<file path="config.mk">
export PLATFORM = sky130hd
export DESIGN_NAME = button_debouncer
export DESIGN_NICKNAME = d
export VERILOG_FILES = /design/src/rtl/button_debouncer_pkg.sv /design/src/rtl/button_debouncer_sync_2ff.sv /design/src/rtl/button_debouncer.sv
export SDC_FILE = /design/constraint.sdc
export NUM_CORES = 1
export LEC_CHECK = 0
export ABC_AREA = 1
export BUFFER_PORTS_ARGS = -buffer_cell sky130_fd_sc_hd__buf_4
export CAP_MARGIN = 30
export CORE_ASPECT_RATIO = 0.9
export CORE_MARGIN = 5
export CORE_UTILIZATION = 45
export DETAILED_ROUTE_END_ITERATION = 10
export MAX_ROUTING_LAYER = met4
export PLACE_DENSITY = 0.72
export SETUP_SLACK_MARGIN = 0.4
export SLEW_MARGIN = 10
export SYNTH_ARGS = -nofsm -noshare
export SYNTH_HDL_FRONTEND = slang
export SYNTH_SLANG_ARGS = --single-unit
</file>
<file path="constraint.sdc">
create_clock -name clk -period 2.1 [get_ports clk]
set_input_delay 0.21 -clock clk [delete_from_list [all_inputs] [get_ports clk]]
set_output_delay 0.21 -clock clk [all_outputs]
set_load 0.05 [all_outputs]
</file>
<file path="src/rtl/button_debouncer_pkg.sv">
// rtl/button_debouncer_pkg.sv - shared FSM encoding and board defaults for the button debouncer
package button_debouncer_pkg;

  // Debounce FSM: two settled states and two qualifying states, one per polarity
  typedef enum logic [1:0] {
    IDLE_LOW  = 2'd0,
    WAIT_HIGH = 2'd1,
    IDLE_HIGH = 2'd2,
    WAIT_LOW  = 2'd3
  } state_t;

  // 20 ms of stability at the 50 MHz board clock
  localparam int unsigned DEFAULT_STABLE_CYCLES = 1000000;
  localparam int unsigned DEFAULT_CNT_W         = 20;

endpackage

</file>
<file path="src/rtl/button_debouncer_sync_2ff.sv">
// rtl/button_debouncer_sync_2ff.sv - two-flop synchroniser for one asynchronous pin
module sync_2ff (
  input  logic clk,
  input  logic rst_n,
  input  logic i_d,
  output logic o_q
);

  logic r_s1;
  logic r_s2;

  // Shift the raw pin through two flops; only r_s2 is safe to use downstream
  always_ff @(posedge clk or negedge rst_n) begin
    if (!rst_n) begin
      r_s1 <= 1'b0;
      r_s2 <= 1'b0;
    end else begin
      r_s1 <= i_d;
      r_s2 <= r_s1;
    end
  end

  assign o_q = r_s2;

endmodule

</file>
<file path="src/rtl/button_debouncer.sv">
// rtl/button_debouncer.sv - synchronise, debounce and edge-detect a bouncing push-button
module button_debouncer
  import button_debouncer_pkg::*;
#(
  parameter int unsigned STABLE_CYCLES = DEFAULT_STABLE_CYCLES,
  parameter int unsigned CNT_W         = DEFAULT_CNT_W
) (
  input  logic clk,
  input  logic rst_n,
  input  logic btn_in,
  output logic btn_level,
  output logic btn_rise,
  output logic btn_fall
);

  // Last count value in a WAIT state; reaching it with the input still held commits
  localparam logic [CNT_W-1:0] CNT_LAST = CNT_W'(STABLE_CYCLES - 1);

  logic             w_s2;
  state_t           r_state;
  state_t           w_state_next;
  logic [CNT_W-1:0] r_cnt;
  logic [CNT_W-1:0] w_cnt_next;
  logic             w_rise_next;
  logic             w_fall_next;
  logic             w_level_next;
  logic             r_level;
  logic             r_rise;
  logic             r_fall;

  sync_2ff u_sync (
    .clk   (clk),
    .rst_n (rst_n),
    .i_d   (btn_in),
    .o_q   (w_s2)
  );

  // State and stability counter registers
  always_ff @(posedge clk or negedge rst_n) begin
    if (!rst_n) begin
      r_state <= IDLE_LOW;
      r_cnt   <= '0;
    end else begin
      r_state <= w_state_next;
      r_cnt   <= w_cnt_next;
    end
  end

  // Next state: leave a settled state on any difference, commit after a full stable run
  always_comb begin
    w_state_next = r_state;
    w_cnt_next   = r_cnt;
    unique case (r_state)
      IDLE_LOW: begin
        w_cnt_next = '0;
        if (w_s2) w_state_next = WAIT_HIGH;
      end
      WAIT_HIGH: begin
        if (!w_s2)                 w_state_next = IDLE_LOW;
        else if (r_cnt == CNT_LAST) w_state_next = IDLE_HIGH;
        else                        w_cnt_next   = r_cnt + CNT_W'(1);
      end
      IDLE_HIGH: begin
        w_cnt_next = '0;
        if (!w_s2) w_state_next = WAIT_LOW;
      end
      WAIT_LOW: begin
        if (w_s2)                   w_state_next = IDLE_HIGH;
        else if (r_cnt == CNT_LAST) w_state_next = IDLE_LOW;
        else                        w_cnt_next   = r_cnt + CNT_W'(1);
      end
      default: begin
        w_state_next = IDLE_LOW;
        w_cnt_next   = '0;
      end
    endcase
  end

  // Commit decode: a pulse only on the cycle a WAIT state completes its run
  always_comb begin
    w_rise_next  = (r_state == WAIT_HIGH) && w_s2  && (r_cnt == CNT_LAST);
    w_fall_next  = (r_state == WAIT_LOW)  && !w_s2 && (r_cnt == CNT_LAST);
    w_level_next = r_level;
    if (w_rise_next) w_level_next = 1'b1;
    if (w_fall_next) w_level_next = 1'b0;
  end

  // Registered outputs so the level and pulses are glitch-free at the pins
  always_ff @(posedge clk or negedge rst_n) begin
    if (!rst_n) begin
      r_level <= 1'b0;
      r_rise  <= 1'b0;
      r_fall  <= 1'b0;
    end else begin
      r_level <= w_level_next;
      r_rise  <= w_rise_next;
      r_fall  <= w_fall_next;
    end
  end

  assign btn_level = r_level;
  assign btn_rise  = r_rise;
  assign btn_fall  = r_fall;

endmodule

</file>
Word-level counts from Yosys, hierarchy flattened

Index checks and enable logic that the tools add are counted.

Bits in registers: 27
Latch bits: 0
Bits in writable memories: 0
Memory bits (read-only): 0
Input port bits: 3
Output and inout bits: 3
Logic and storage cells: 41
Memories: 0

$add $sub $neg: 1
$mul: 0
Div/mod/pow operators: 0
Magnitude comparators: 0
Equal/unequal tests: 10
Shift operators: 0
Multiplexer cells: 13
Bitwise logic cells: 0
Reductions and logical operators: 10

Operators by type and width:

| kind                    | number |
|---|---|
| $mux W20                | 3 |
| $pmux W20 S3            | 1 |
| $add A20 B1 Y20 const B | 1 |
| $eq A20 B20 Y1 const B  | 1 |
| $mux W2                 | 6 |
| $pmux W2 S4             | 1 |
| $eq A2 B2 Y1 const B    | 2 |
| $logic_and A1 B1 Y1     | 4 |
| $ne A2 B1 Y1 const B    | 2 |
| $ne A2 B2 Y1 const B    | 2 |
| $reduce_and A4 Y1       | 1 |
| $ne A3 B2 Y1 const B    | 1 |
| $ne A3 B3 Y1 const B    | 1 |
| $eq A2 B1 Y1 const B    | 1 |
| $logic_not A2 Y1        | 1 |
| $mux W1                 | 2 |
| $reduce_and A2 Y1       | 1 |
| $reduce_bool A2 Y1      | 1 |
| $reduce_or A2 Y1        | 1 |
| $logic_not A1 Y1        | 1 |

Longest topological paths before layout

Depth after elaboration: 5
Gate-level depth with buffers: 10
Gate-level depth less buffers: 9

Cells and area by module

A second synthesis with hierarchy kept.

Cells, all modules: 239
Area total of the unflattened synthesis: 1681.6 µm²

Modules (own cells, without submodules):

| module           | times used | cells each | area each (µm²) | seq. area each (µm²) |
|---|---|---|---|---|
| button_debouncer | 1          | 237        | 1631.6          | 625.6 |
| sync_2ff         | 1          | 2          | 50.0            | 50.0 |

Worst setup path before layout

No wires, ideal clock.

Path kind: register to register
Start point: register r_cnt[0]
End point: register r_cnt[15]
Library setup time: 117 ps
Data arrival time: 1426 ps
Required time: 1983 ps
Path slack: 557 ps
Stages on the path, launching flop included: 10
Buffers on the path: 1
Period minus slack after synthesis: 1543 ps
Cells stage by stage: dfrtp_1 > ha_1 > inv_2 > nor2_2 > nand4_1 > nor2_1 > nor2_1 > buf_2 > nand3_1 > nand2_1

Word-level cells in the longest chain between the ends: 4
Elaborated cells on any way between the ends: 6
Classes of those cells: 1 x add/sub; 1 x eq/ne; 4 x mux

RTL lines:

| element                                                  | line                                           | text |
|---|---|---|
| start, declared                                          | button_debouncer.sv:22                         | `logic [CNT_W-1:0] r_cnt;` |
| start signal, assigned                                   | button_debouncer.sv:45                         | `r_cnt <= w_cnt_next;` |
| $add A20 B1 Y20 / $eq A20 B20 Y1 (equally long branches) | --                                             |  |
| $mux W20 *                                               | button_debouncer.sv:60, button_debouncer.sv:69 |  |
| $mux W20, on equally long branches                       | button_debouncer.sv:68, button_debouncer.sv:59 |  |
| $pmux W20 S3 *                                           | button_debouncer.sv:53                         | `unique case (r_state)` |

Mark *: on every way between the ends. The rest lies on a longest branch, timed or not. The select of a mux whose other input is x is not followed.
A chain may end at the register's enable or synchronous reset.

Final worst setup path

Start point: register r_cnt[12]
End point: register r_cnt[14]

The elaborated chain is that of the path after synthesis.

==> impl_metrics.yaml <==
outcome:
  status: "finished clean"
logic_synthesis:
  synthFlopType: "dfrtp_1"
  synth_top_area_share_pct: 41.4
  synth_edf_count: 0
  synth_area_sq_um: 1630
  synth_nets: 239
  yosysWarningCount: 0
  ys_seq_area_share_pct: 41.4
  yosys.area.top_type: "dfrtp_1"
  synth_area_leaders: "dfrtp_1 41%, nand2_1 19%, nor2_1 7.1%"
  synth_cell_type_count: 19
  avgSynthCellArea_sq_um: 6.94
  synthCells: 235
  ys_seq_elements: 27
  yosysMostFrequentCell: "nand2_1"
  yosys-top-cells-count: "83 x nand2_1, 31 x nor2_1, 27 x dfrtp_1, 21 x nand3_1, 19 x inv_1"
  postSynth.asyncResetShare_pct: 100
timing:
  drv_slew: 0
  fmax_mhz: 611
  setup_ws_ns: 0.464
  hold_violations: 0
  relSlewSlack_pct: 71.3
  final.setup_skew_ns: 0.00460
  setup_tns_ns: 0
  setup_violations: 0
  tightest_slew_ns: 0.430
  rsz0062_at_grt: "yes"
  period_share_pct: 77.9
  fin_crit_ns: 1.64
place:
  placed_area_sq_um: 1740
  dp_cells: 284
  pre_cts_ws_ns: 0.221
  gp_congestion: 0.949
  hpwl_um: 2730
  portBuffers: 5
grt:
  antenna_found_initial: 0
  grt_pass1_vias: 1446
  met3_usage_pct: 3.47
  overflow: 0
  grt_max_degree: 28
  grt_pass1_wl_um: 6540
  use_met1_pct: 22.7
  grt.total_usage_pct: 17.4
  top_usage_layer: "met2"
  use_met2_pct: 27.8
route:
  routed_via_density: 5.22
  vias: 1520
  drtAntennaViolNets: 0
  drt_iter0_markers: 129
  dr.pass1.iters: 4
  drcViolationCount: 0
  wl_per_cell_um: 12.6
  totalWireLength_um: 3680
final_layout:
  antenna_cells: 0
  stdcell_count: 291
  stdcell_area_sq_um: 1860
  n_fill_cell: 328
  final_net_count: 252
  synthToLayoutAreaGrowth_pct: 13.7
  drive_gt1_share_pct: 12.6
floorplan:
  ioPinCount: 6
  dieArea_sq_um: 4930
  core_area_sq_um: 3430
  start_util_pct: 47.6
  die_w_um: 73.5
  rows: 20
  dieHeight_um: 67.1
setup_path:
  worstSetupPathType: "flip-flop to flip-flop"
  path_max_fanout: 11
  slowest_delay_ns: 0.45
  path_cells: "inv_1 > nand2_1 > nor2_1 > nand3_1 > nor2_2 > nor2_4 > nor2_4 > buf_6 > nand2_1 > nand2_1"
  endpoint_kind: "flip-flop"
  cp_common_cell: "nand2_1"
  startpoint_type: "flip-flop"
  cp_data_required_time_ns: 2.32
  cp_data_arrival_time_ns: 1.85
  cpMaxStageDelayCell: "dfrtp_1"
power:
  p_seq_share_pct: 60.3
  ir_drop_uv: 270
  switchingPower_w: 0.000202
  switching_share_pct: 22.9
  power-per-cell-area_nw_per_um2: 477
  internal-power_w: 0.000682
  p_leak_nw: 0.837
  p_clk_share_pct: 33.1
  finalPower_w: 0.000885
  share_comb_of_total_power_pct: 6.6
clocking:
  clk_path_buf_depth: 2
  cts_tree: "done"
  root_buffer: "clkbuf_8"
  clk_pin_slew_ns: 0.09
  h-tree-depth: 1
  cts.sinks: 27
  numCtsBuffers: 3
  worstSkewPairLatency_ns: 0.27
min_path:
  hold_class: "input pin to flip-flop"
flow_run:
  max-cap-violations: 0
worst max-delay path, delay by kind of cell (launching register included):
family / cells / cell delay [ns]
flops: 1 / 0.45
buf+inv: 2 / 0.28
simple gates: 8 / 0.84
final timing paths:
| kind | slack (ns) | depth (start not counted) | to | from |
|---|---|---|---|---|
| worst max register to register | 0.46 | 10 | r_cnt[14] | r_cnt[12] |
| worst min register to register | 0.36 | 0 | u_sync.o_q | u_sync.r_s1 |
| min in group asynchronous | 0.38 | 2 | r_cnt[17] | rst_n |
| worst max-delay path | 0.46 | 10 | r_cnt[14] | r_cnt[12] |
| max in group asynchronous | 1.45 | 2 | r_cnt[2] | rst_n |
| worst min-delay path | 0.04 | 1 | u_sync.r_s1 | btn_in |
state kept, by name, summed over array words and instances (netlist names), named ones only:
register / cells
r_cnt: 20
btn_fall: 1
btn_level: 1
btn_rise: 1
r_state: 1
u_sync.o_q: 1
u_sync.r_s1: 1
stage by stage:
stage	utilization, %	hold slack [ns]
floorplan	-	-0.0856
global placement	50.7	0.139
detailed placement	50.7	0.141
CTS	52.8	0.0254
global route	54.1	0.0200
finish	54.1	0.0408
cell families after synthesis:
logic type / count (synthesis) / synth area share, %
AND/OR/NAND/NOR: 166 / 44.3
adder cells (fa/ha/maj): 1 / 0.767
flip-flops: 27 / 41.4
AO/OA/AOI/OAI: 4 / 1.30
buffers and inverters: 27 / 6.83
XOR/XNOR: 10 / 5.37
power by group through the flow:
stage / sequential [W] / combinational [W] / clock, W
final: 0.000533 / 0.0000581 / 0.000293
after floorplan: 0.000542 / 0.0000285 / 0
after CTS: 0.000534 / 0.0000558 / 0.000314
after global routing: 0.000535 / 0.0000663 / 0.000332
after global placement: 0.000545 / 0.0000485 / 0
after detailed placement: 0.000545 / 0.0000492 / 0
timing repair:
action,in CTS,in global routing
buffers inserted,1,1
pin swaps,0,2
hold endpoints to repair,27,0
endpoints found under the setup margin,20,21
hold buffers,1,0
resized for setup,3,12
cells in the final DEF, fill, tap and decap left out:
master and n:
buf_4 10, buf_6 3, clkbuf_1 1, clkbuf_8 3, dfrtp_1 25, dfrtp_2 2, dlygate4sd3_1 1, ha_2 1
inv_1 19, inv_2 2, nand2_1 81, nand2_2 2, nand3_1 21, nand3b_1 4, nand4_1 16, nor2_1 28
nor2_2 3, nor2_4 3, nor3_1 6, nor3_2 1, o21ai_0 3, o22ai_1 1, or2_2 1, xnor2_1 2
xor2_1 8
layout make-up:
type / count / area, sq um / share of cell area (%)
Clock buffer: 4 / 45.0 / 2.43
Sequential cell: 27 / 678 / 36.5
Tap cell: 44 / 55.1 / 2.97
Timing Repair Buffer: 14 / 119 / 6.41
Multi-Input combinational cell: 181 / 880 / 47.4
Inverter: 21 / 78.8 / 4.25
metal layers:
| layer | up-vias | part of all wire, % |
|---|---|---|
| met5 | - | 0 |
| met1 | 702 | 48 |
| met4 | 0 | 0.71 |
| met2 | 33 | 47 |
| met3 | 4 | 5.0 |
| li1 | 781 | - |
(Power assumes the default switching activity.)
